==> src/rtl/approx_mul_pkg.sv <==
// approx_mul_pkg: shared FSM states, kernel codes and step constants for approx_mul_seq.
// ap2/ap4 skip the low 2/4 product bits and drive them to ones to offset truncation bias.
package approx_mul_pkg;
  typedef enum logic [1:0] {IDLE, MUL, DONE} state_t;
  localparam logic [1:0] KSEL_EXACT = 2'b00;
  localparam logic [1:0] KSEL_AP2 = 2'b01;
  localparam logic [1:0] KSEL_AP4 = 2'b10;
  localparam logic [1:0] STEP_LL = 2'd0;
  localparam logic [1:0] STEP_LH = 2'd1;
  localparam logic [1:0] STEP_HL = 2'd2;
  localparam logic [1:0] STEP_HH = 2'd3;
  localparam logic [3:0] SHIFT_LL = 4'd0;
  localparam logic [3:0] SHIFT_LH = 4'd4;
  localparam logic [3:0] SHIFT_HL = 4'd4;
  localparam logic [3:0] SHIFT_HH = 4'd8;
  function automatic logic [3:0] step_shift(input logic [1:0] k);
    return k == STEP_LL ? SHIFT_LL : k == STEP_LH ? SHIFT_LH : k == STEP_HL ? SHIFT_HL : SHIFT_HH;
  endfunction
endpackage

==> src/rtl/approx_pp_unit.sv <==
// approx_pp_unit: combinational 4x4 partial product with exact/ap2/ap4 kernel select.
module approx_pp_unit
  import approx_mul_pkg::*;
(
  input  logic [3:0] a,
  input  logic [3:0] b,
  input  logic [1:0] sel,
  output logic [7:0] pp
);
  logic [7:0] exact, ap2, ap4;
  assign exact = {4'b0, a} * {4'b0, b};
  assign ap2 = exact | 8'h03;
  assign ap4 = exact | 8'h0F;
  // reserved code 11 falls through to exact
  assign pp = sel == KSEL_EXACT ? exact : sel == KSEL_AP2 ? ap2 : sel == KSEL_AP4 ? ap4 : exact;
endmodule

==> src/rtl/approx_mul_seq.sv <==
// approx_mul_seq: 8x8 approximate multiplier, one shared 4x4 kernel over four steps.
module approx_mul_seq
  import approx_mul_pkg::*;
#(
  parameter bit SAT_EN = 1'b1
) (
  input  logic        clk,
  input  logic        rst_n,
  input  logic        in_valid,
  output logic        in_ready,
  input  logic [7:0]  in_a,
  input  logic [7:0]  in_b,
  input  logic [7:0]  cfg_mode,
  output logic        out_valid,
  input  logic        out_ready,
  output logic [15:0] out_prod,
  output logic        out_sat
);
  state_t state, state_nx;
  logic [1:0] k;
  logic [7:0] a_q, b_q, mode_q;
  logic [16:0] acc;
  logic [7:0] pp;
  approx_pp_unit u_pp (
    .a  (k[1] ? a_q[7:4] : a_q[3:0]),
    .b  (k[0] ? b_q[7:4] : b_q[3:0]),
    .sel(mode_q[{k, 1'b0} +: 2]),
    .pp (pp)
  );
  always_ff @(posedge clk or negedge rst_n)
    if (!rst_n) state <= IDLE;
    else state <= state_nx;
  always_comb begin
    state_nx = state == IDLE ? (in_valid ? MUL : IDLE)
             : state == MUL ? (k == STEP_HH ? DONE : MUL)
             : (out_ready ? IDLE : DONE);
  end
  always_comb begin
    in_ready = state == IDLE;
    out_valid = state == DONE;
    out_sat = acc[16];
    out_prod = (SAT_EN && acc[16]) ? 16'hFFFF : acc[15:0];
  end
  always_ff @(posedge clk or negedge rst_n)
    if (!rst_n) begin
      k <= STEP_LL;
      acc <= '0;
      a_q <= '0;
      b_q <= '0;
      mode_q <= '0;
    end else if (state == IDLE && in_valid) begin
      k <= STEP_LL;
      acc <= '0;
      a_q <= in_a;
      b_q <= in_b;
      mode_q <= cfg_mode;
    end else if (state == MUL) begin
      acc <= acc + (17'(pp) << step_shift(k));
      k <= k + 2'd1;
    end
endmodule

==> config.mk <==
export PLATFORM = sky130hd
export DESIGN_NAME = approx_mul_seq
export DESIGN_NICKNAME = d
export VERILOG_FILES = /design/src/rtl/approx_mul_pkg.sv /design/src/rtl/approx_pp_unit.sv /design/src/rtl/approx_mul_seq.sv
export SDC_FILE = /design/constraint.sdc
export NUM_CORES = 1
export LEC_CHECK = 0
export CORE_MARGIN = 8
export CORE_UTILIZATION = 55
export DETAILED_ROUTE_END_ITERATION = 8
export DONT_BUFFER_PORTS = 1
export PLACE_DENSITY = 0.7
export SYNTH_ARGS = -nofsm -noshare
export SYNTH_HDL_FRONTEND = slang
export SYNTH_SLANG_ARGS = --single-unit
==> constraint.sdc <==
create_clock -name clk -period 11.65 [get_ports clk]
set_input_delay 3.495 -clock clk [delete_from_list [all_inputs] [get_ports clk]]
set_output_delay 3.495 -clock clk [all_outputs]
set_load 0.1 [all_outputs]
Word level (Yosys, flattened, before mapping)
Index checks and enable logic that the tools add are counted.
Widths: inputs -> output; s select.
{ "totals": {"ff_bits": 45, "out_inout_bits": 19, "elab_cells": 41} }
{ "classes": {"n_addsub": 2, "multipliers": 1, "n_eq_ne": 7, "n_shift": 2, "muxes": 18, "n_reduce_logical": 5} }
{ "op_table": {"columns": ["operator", "n"], "rows": [
  ["$mux 17", 2],
  ["$mux 4", 8],
  ["$add 17x17->17", 1],
  ["$shl 8x4->17", 1],
  ["$mux 16", 1],
  ["$mux 2", 6],
  ["$eq 2x2->1 const B", 4],
  ["$mul 4x4->8", 1],
  ["$shiftx 8x4->2", 1],
  ["$eq 2x1->1 const B", 3],
  ["$logic_not 2->1", 3],
  ["$add 2x1->2 const B", 1],
  ["$reduce_bool 2->1", 1],
  ["$logic_and 1x1->1", 1],
  ["$mux 1", 1]
]} }

Depth between registers and ports, before layout
{ "logic_depth": {"word_depth": 9, "ltp_mapped": 21} }

Cells and area by module
A second synthesis with hierarchy kept.
{ "hier_totals": {"cells_unflattened": 335, "hier_area_um2": 3349.5} }
{ "modules_own_cells": {"columns": ["mod", "instances", "cells_each", "area_each_um2", "seq_area_each_um2"], "rows": [
  ["approx_mul_seq", 1, 278, 2867.8, 1126.1],
  ["approx_pp_unit", 1, 57, 481.7, 0.0]
]} }

Worst setup path after synthesis
No wires, ideal clock.
{ "synth_timing": {"kind": "register to output", "from": "reg acc[16]", "to": "out out_prod[10]", "arrival_time_ns": 1.897, "required_time_ns": 8.155, "setup_slack_ns": 6.258, "path_stages_with_launch": 4, "n_path_buf": 2, "path_cell_list": "dfrtp_1 > clkbuf_1 > clkbuf_1 > or2_2"} }
{ "synth_between": {"elab_chain_len": 1} }
{ "synth_rtl": {"columns": ["item", "line", "text"], "rows": [
  ["start, declared", "approx_mul_seq.sv:22", "logic [16:0] acc;"],
  ["start signal, assigned", "approx_mul_seq.sv:58", "acc <= acc + (17'(pp) << step_shift(k));"],
  ["$mux 16", "approx_mul_seq.sv:42", "out_prod = (SAT_EN && acc[16]) ? 16'hFFFF : acc[15:0];"],
  ["end, declared", "approx_mul_seq.sv:16", "output logic [15:0] out_prod,"]
]} }
No other way between the ends.

Worst setup path in the final report
{ "layout_timing": {"from": "reg k[0]", "to": "reg acc[16]"} }
{ "layout_between": {"elab_chain_len": 9} }
{ "layout_rtl": {"columns": ["item", "line", "text"], "rows": [
  ["start, declared", "approx_mul_seq.sv:20", "logic [1:0] k;"],
  ["start signal, assigned", "approx_mul_seq.sv:59", "k <= k + 2'd1;"],
  ["$mux 4 / $shiftx 8x4->2 (equally long branches)", "approx_mul_seq.sv:26, approx_mul_seq.sv:27", null],
  ["$mul 4x4->8 / $eq 2x2->1 (equally long branches)", "approx_pp_unit.sv:11, approx_pp_unit.sv:15", null],
  ["$mux 4 (3 in series)", "approx_pp_unit.sv:15", "assign pp = sel == KSEL_EXACT ? exact : sel == KSEL_AP2 ? ap2 : sel == KSEL_AP4 ? ap4 : exact;"],
  ["$shl 8x4->17 (*)", "approx_mul_seq.sv:58", null],
  ["$add 17x17->17 (*)", "approx_mul_seq.sv:58", null],
  ["$mux 17 (*)", "approx_mul_seq.sv:57", "end else if (state == MUL) begin"],
  ["$mux 17 (*)", "approx_mul_seq.sv:51", "end else if (state == IDLE && in_valid) begin"]
]} }
Mark *: on every way between the ends. The rest lies on a longest branch, timed or not. The select of a mux whose other input is x is not followed.
A chain may end at the register's enable or synchronous reset.

==> flow_metrics.env <==
export IMPL_status="finished clean"
export IMPL_worst_path_largest_cell_delay_ns=0.63
export IMPL_tns_ns=0
export IMPL_first_global_vias=2692
export IMPL_hold_path_end="a_q[3]"
export IMPL_drc=0
export IMPL_fin_skew_ns=0.003323
export IMPL_hold_depth=2
export IMPL_n_antenna_cell=0
export IMPL_routed_wl_um=7173
export IMPL_htree_levels=2
export IMPL_min_period_over_period=0.4622
export IMPL_cts_setup_buffers=0
export IMPL_fp_dieH_um=93.95
export IMPL_slowest_stage="dfrtp_1"
export IMPL_cts_tree="built"
export IMPL_synth_top_family_by_area="simple AND/OR/NAND/NOR gates"
export IMPL_core_um2=5886
export IMPL_synthMuxAreaShare=0.05616
export IMPL_design_die_area_um2=8827
export IMPL_cp_max_fo=10
export IMPL_cts_resized=0
export IMPL_fin_nets=451
export IMPL_r2r_cells=18
export IMPL_grt_max_degree=46
export IMPL_port_buffer_count=0
export IMPL_area_growth_pct=3.744
export IMPL_setup_viol=0
export IMPL_vias=2683
export IMPL_grt_ovfl_total=0
export IMPL_async_reset_ff_frac=1.000
export IMPL_wl_per_cell_um=15.46
export IMPL_clkSinkCount=45
export IMPL_post_route_util=0.5891
export IMPL_syn_num_nets=460
export IMPL_drt_pass1_iter_count=4
export IMPL_synth_compound_area_frac=0.1400
export IMPL_yosysTopAreaCell="dfrtp_1"
export IMPL_cap_violations=0
export IMPL_synth_xor_area_share=0.04193
export IMPL_synth_cell_area_um2=3342
export IMPL_hp_class="register to register"
export IMPL_multi_input_area_um2=2126
export IMPL_clk_pin_slew_ns=0.09
export IMPL_gp_congestion=0.8269
export IMPL_rows=28
export IMPL_arrival_ns=5.64
export IMPL_slew_headroom=0.2571
export IMPL_ys_ff_latch=45
export IMPL_r2r_end="acc[16]"
export IMPL_min_period_ns=5.384
export IMPL_synth_top_area_share=0.3370
export IMPL_fillers=537
export IMPL_antenna_found_initial=0
export IMPL_hp_start="a_q[3]"
export IMPL_r2r_start="k[0]"
export IMPL_topRoutingLayerUsed="met4"
export IMPL_met3_length_um=350
export IMPL_start_util=0.5678
export IMPL_drt_met1_wl_um=3283
export IMPL_postSynthAreaPerCell_um2=8.418
export IMPL_end_kind="register"
export IMPL_synth_simple_area_share=0.2542
export IMPL_clk_latency_ns=0.31
export IMPL_hold_violations=0
export IMPL_fmaxAchievable_ghz=0.1857
export IMPL_startpoint_type="register"
export IMPL_ios=47
export IMPL_synthTopCellsByCount="96 x nand2_1, 45 x dfrtp_1, 30 x ha_1, 30 x nor2_1, 20 x or2_2"
export IMPL_numCtsBuffers=5
export IMPL_layout_drive_gt1_share=0.09769
export IMPL_required_ns=11.90
export IMPL_cts_root_buf="clkbuf_8"
export IMPL_tightest_slew_ns=1.114
export IMPL_rsz0062_at_grt="false"
export IMPL_synth_area_leaders="dfrtp_1 34%, ha_1 11%, nand2_1 11%, or2_2 3.7%, mux2i_1 3.6%"
export IMPL_viasPerCell=5.782
export IMPL_ys_warn_count=0
export IMPL_synth_yosys_seq_area_share=0.3370
export IMPL_ys_types=50
export IMPL_crit_type="register to register"
export IMPL_synth_fa_ha_area_frac=0.1423
export IMPL_die_w_um=93.95
export IMPL_max_clock_path_buffers=2
export IMPL_grt_pass1_wl_um=12240
export IMPL_wl_met2_um=3428
export IMPL_design_area_um2=3467
export IMPL_regArea_um2=1126
export IMPL_ys_flop_type="dfrtp_1"
export IMPL_synthCells=397
export IMPL_holdBufCountCts=0
export IMPL_yosysMostFrequentCell="nand2_1"
export IMPL_dp_hpwl_um=5314
export IMPL_slew_viol_final=0
export IMPL_first_iter_violations=142
export IMPL_crit_chain="mux2i_1 -> or2_2 -> fa_1 -> inv_1 -> fa_1 -> ha_1 -> a21o_1 -> a21oi_1 -> xnor2_1 -> mux2_2 -> nor2b_1 -> ha_1 -> a21oi_1 -> o21a_1 -> and2_1 -> nor2_1 -> a2111oi_0 -> a211o_1"
export IMPL_placed_cell_area_um2=3379
export IMPL_synth_edf_count=0
export IMPL_grt_usage=0.1713
export IMPL_regToRegSetupSlack_ns=6.27
export IMPL_ant_nets=0
[area by class of cell]
| cell class | instances | area share |
|---|---|---|
| Multi-Input combinational cell | 329 | 0.6131 |
| Clock inverter | 2 | 0.004331 |
| Timing Repair Buffer | 2 | 0.004331 |
| Sequential cell | 45 | 0.3248 |
| Clock buffer | 6 | 0.02093 |
| Inverter | 5 | 0.005413 |
| Tap cell | 75 | 0.02707 |
[worst max-delay path: cells and delay by family (launching register included)]
kind | cells | cell delay, ns
adder cells (fa/ha/maj) | 4 | 1.70
AO/OA/AOI/OAI | 6 | 1.57
AND/OR/NAND/NOR | 4 | 0.75
flip-flops | 1 | 0.63
multiplexers | 2 | 0.51
XOR/XNOR | 1 | 0.12
buffers and inverters | 1 | 0.05
[through the flow]
stage | hold slack [ns] | setup WS, ns | std cells
4_1_cts | 0.4841 | 6.293 | 464
3_3_place_gp | 0.4596 | 6.466 | 456
3_5_place_dp | 0.4625 | 6.333 | 456
2_1_floorplan | 0.4403 | 6.258 | 397
5_1_grt | 0.5035 | 5.911 | 464
6_report | 0.4808 | 6.266 | 464
[flip-flops by register name, indices dropped and copies added, names as in the netlist]
register / count
a_q: 8
b_q: 8
state: 2
acc: 17
mode_q: 8
k: 2
[per-layer routing]
layer,up-vias,GRT usage
li1,1346,-
met1,1270,0.2020
met2,58,0.2958
met3,9,0.04237
met4,0,0.05680
met5,-,0
[cells by family after synthesis]
family,after synthesis
AND/OR/NAND/NOR,190
AO/OA/AOI/OAI,72
flip-flops,45
adder cells (fa/ha/maj),35
buffers and inverters,23
XOR/XNOR,16
multiplexers,16
[cell usage in the layout, fill, tap and decap left out, drive strengths merged, types with 2 or more instances in the layout]
| cell | n |
|---|---|
| nor2b | 7 |
| xnor2 | 8 |
| nor3 | 7 |
| o2111ai | 2 |
| o21a | 3 |
| nand2b | 3 |
| clkinvlp | 2 |
| and3 | 3 |
| mux2 | 2 |
| mux4 | 2 |
| dfrtp | 45 |
| and2 | 4 |
| o21ai | 19 |
| mux2i | 12 |
| or2 | 20 |
| o21bai | 3 |
| a21o | 7 |
| xor2 | 8 |
| nor2 | 30 |
| a32oi | 2 |
| clkbuf | 6 |
| inv | 5 |
| o211ai | 2 |
| a311oi | 2 |
| nand2 | 96 |
| fa | 5 |
| a31oi | 3 |
| buf | 2 |
| ha | 30 |
| a21oi | 18 |
| nand3 | 15 |
| o22ai | 3 |
[worst max path at each step]
stage	start	cells after the start	slack [ns]	to
6_report	k[0]	18	6.27	acc[16]
5_1_grt	k[0]	18	5.91	acc[16]
4_1_cts	acc[16]	2	6.29	out_prod[15]
3_5_place_dp	k[0]	19	6.33	acc[13]
3_3_place_gp	k[0]	19	6.47	acc[13]
2_1_floorplan	acc[16]	3	6.26	out_prod[10]
Power is not shown: default switching activity piles up to over one toggle a cycle in this logic, so the estimate is an artifact.
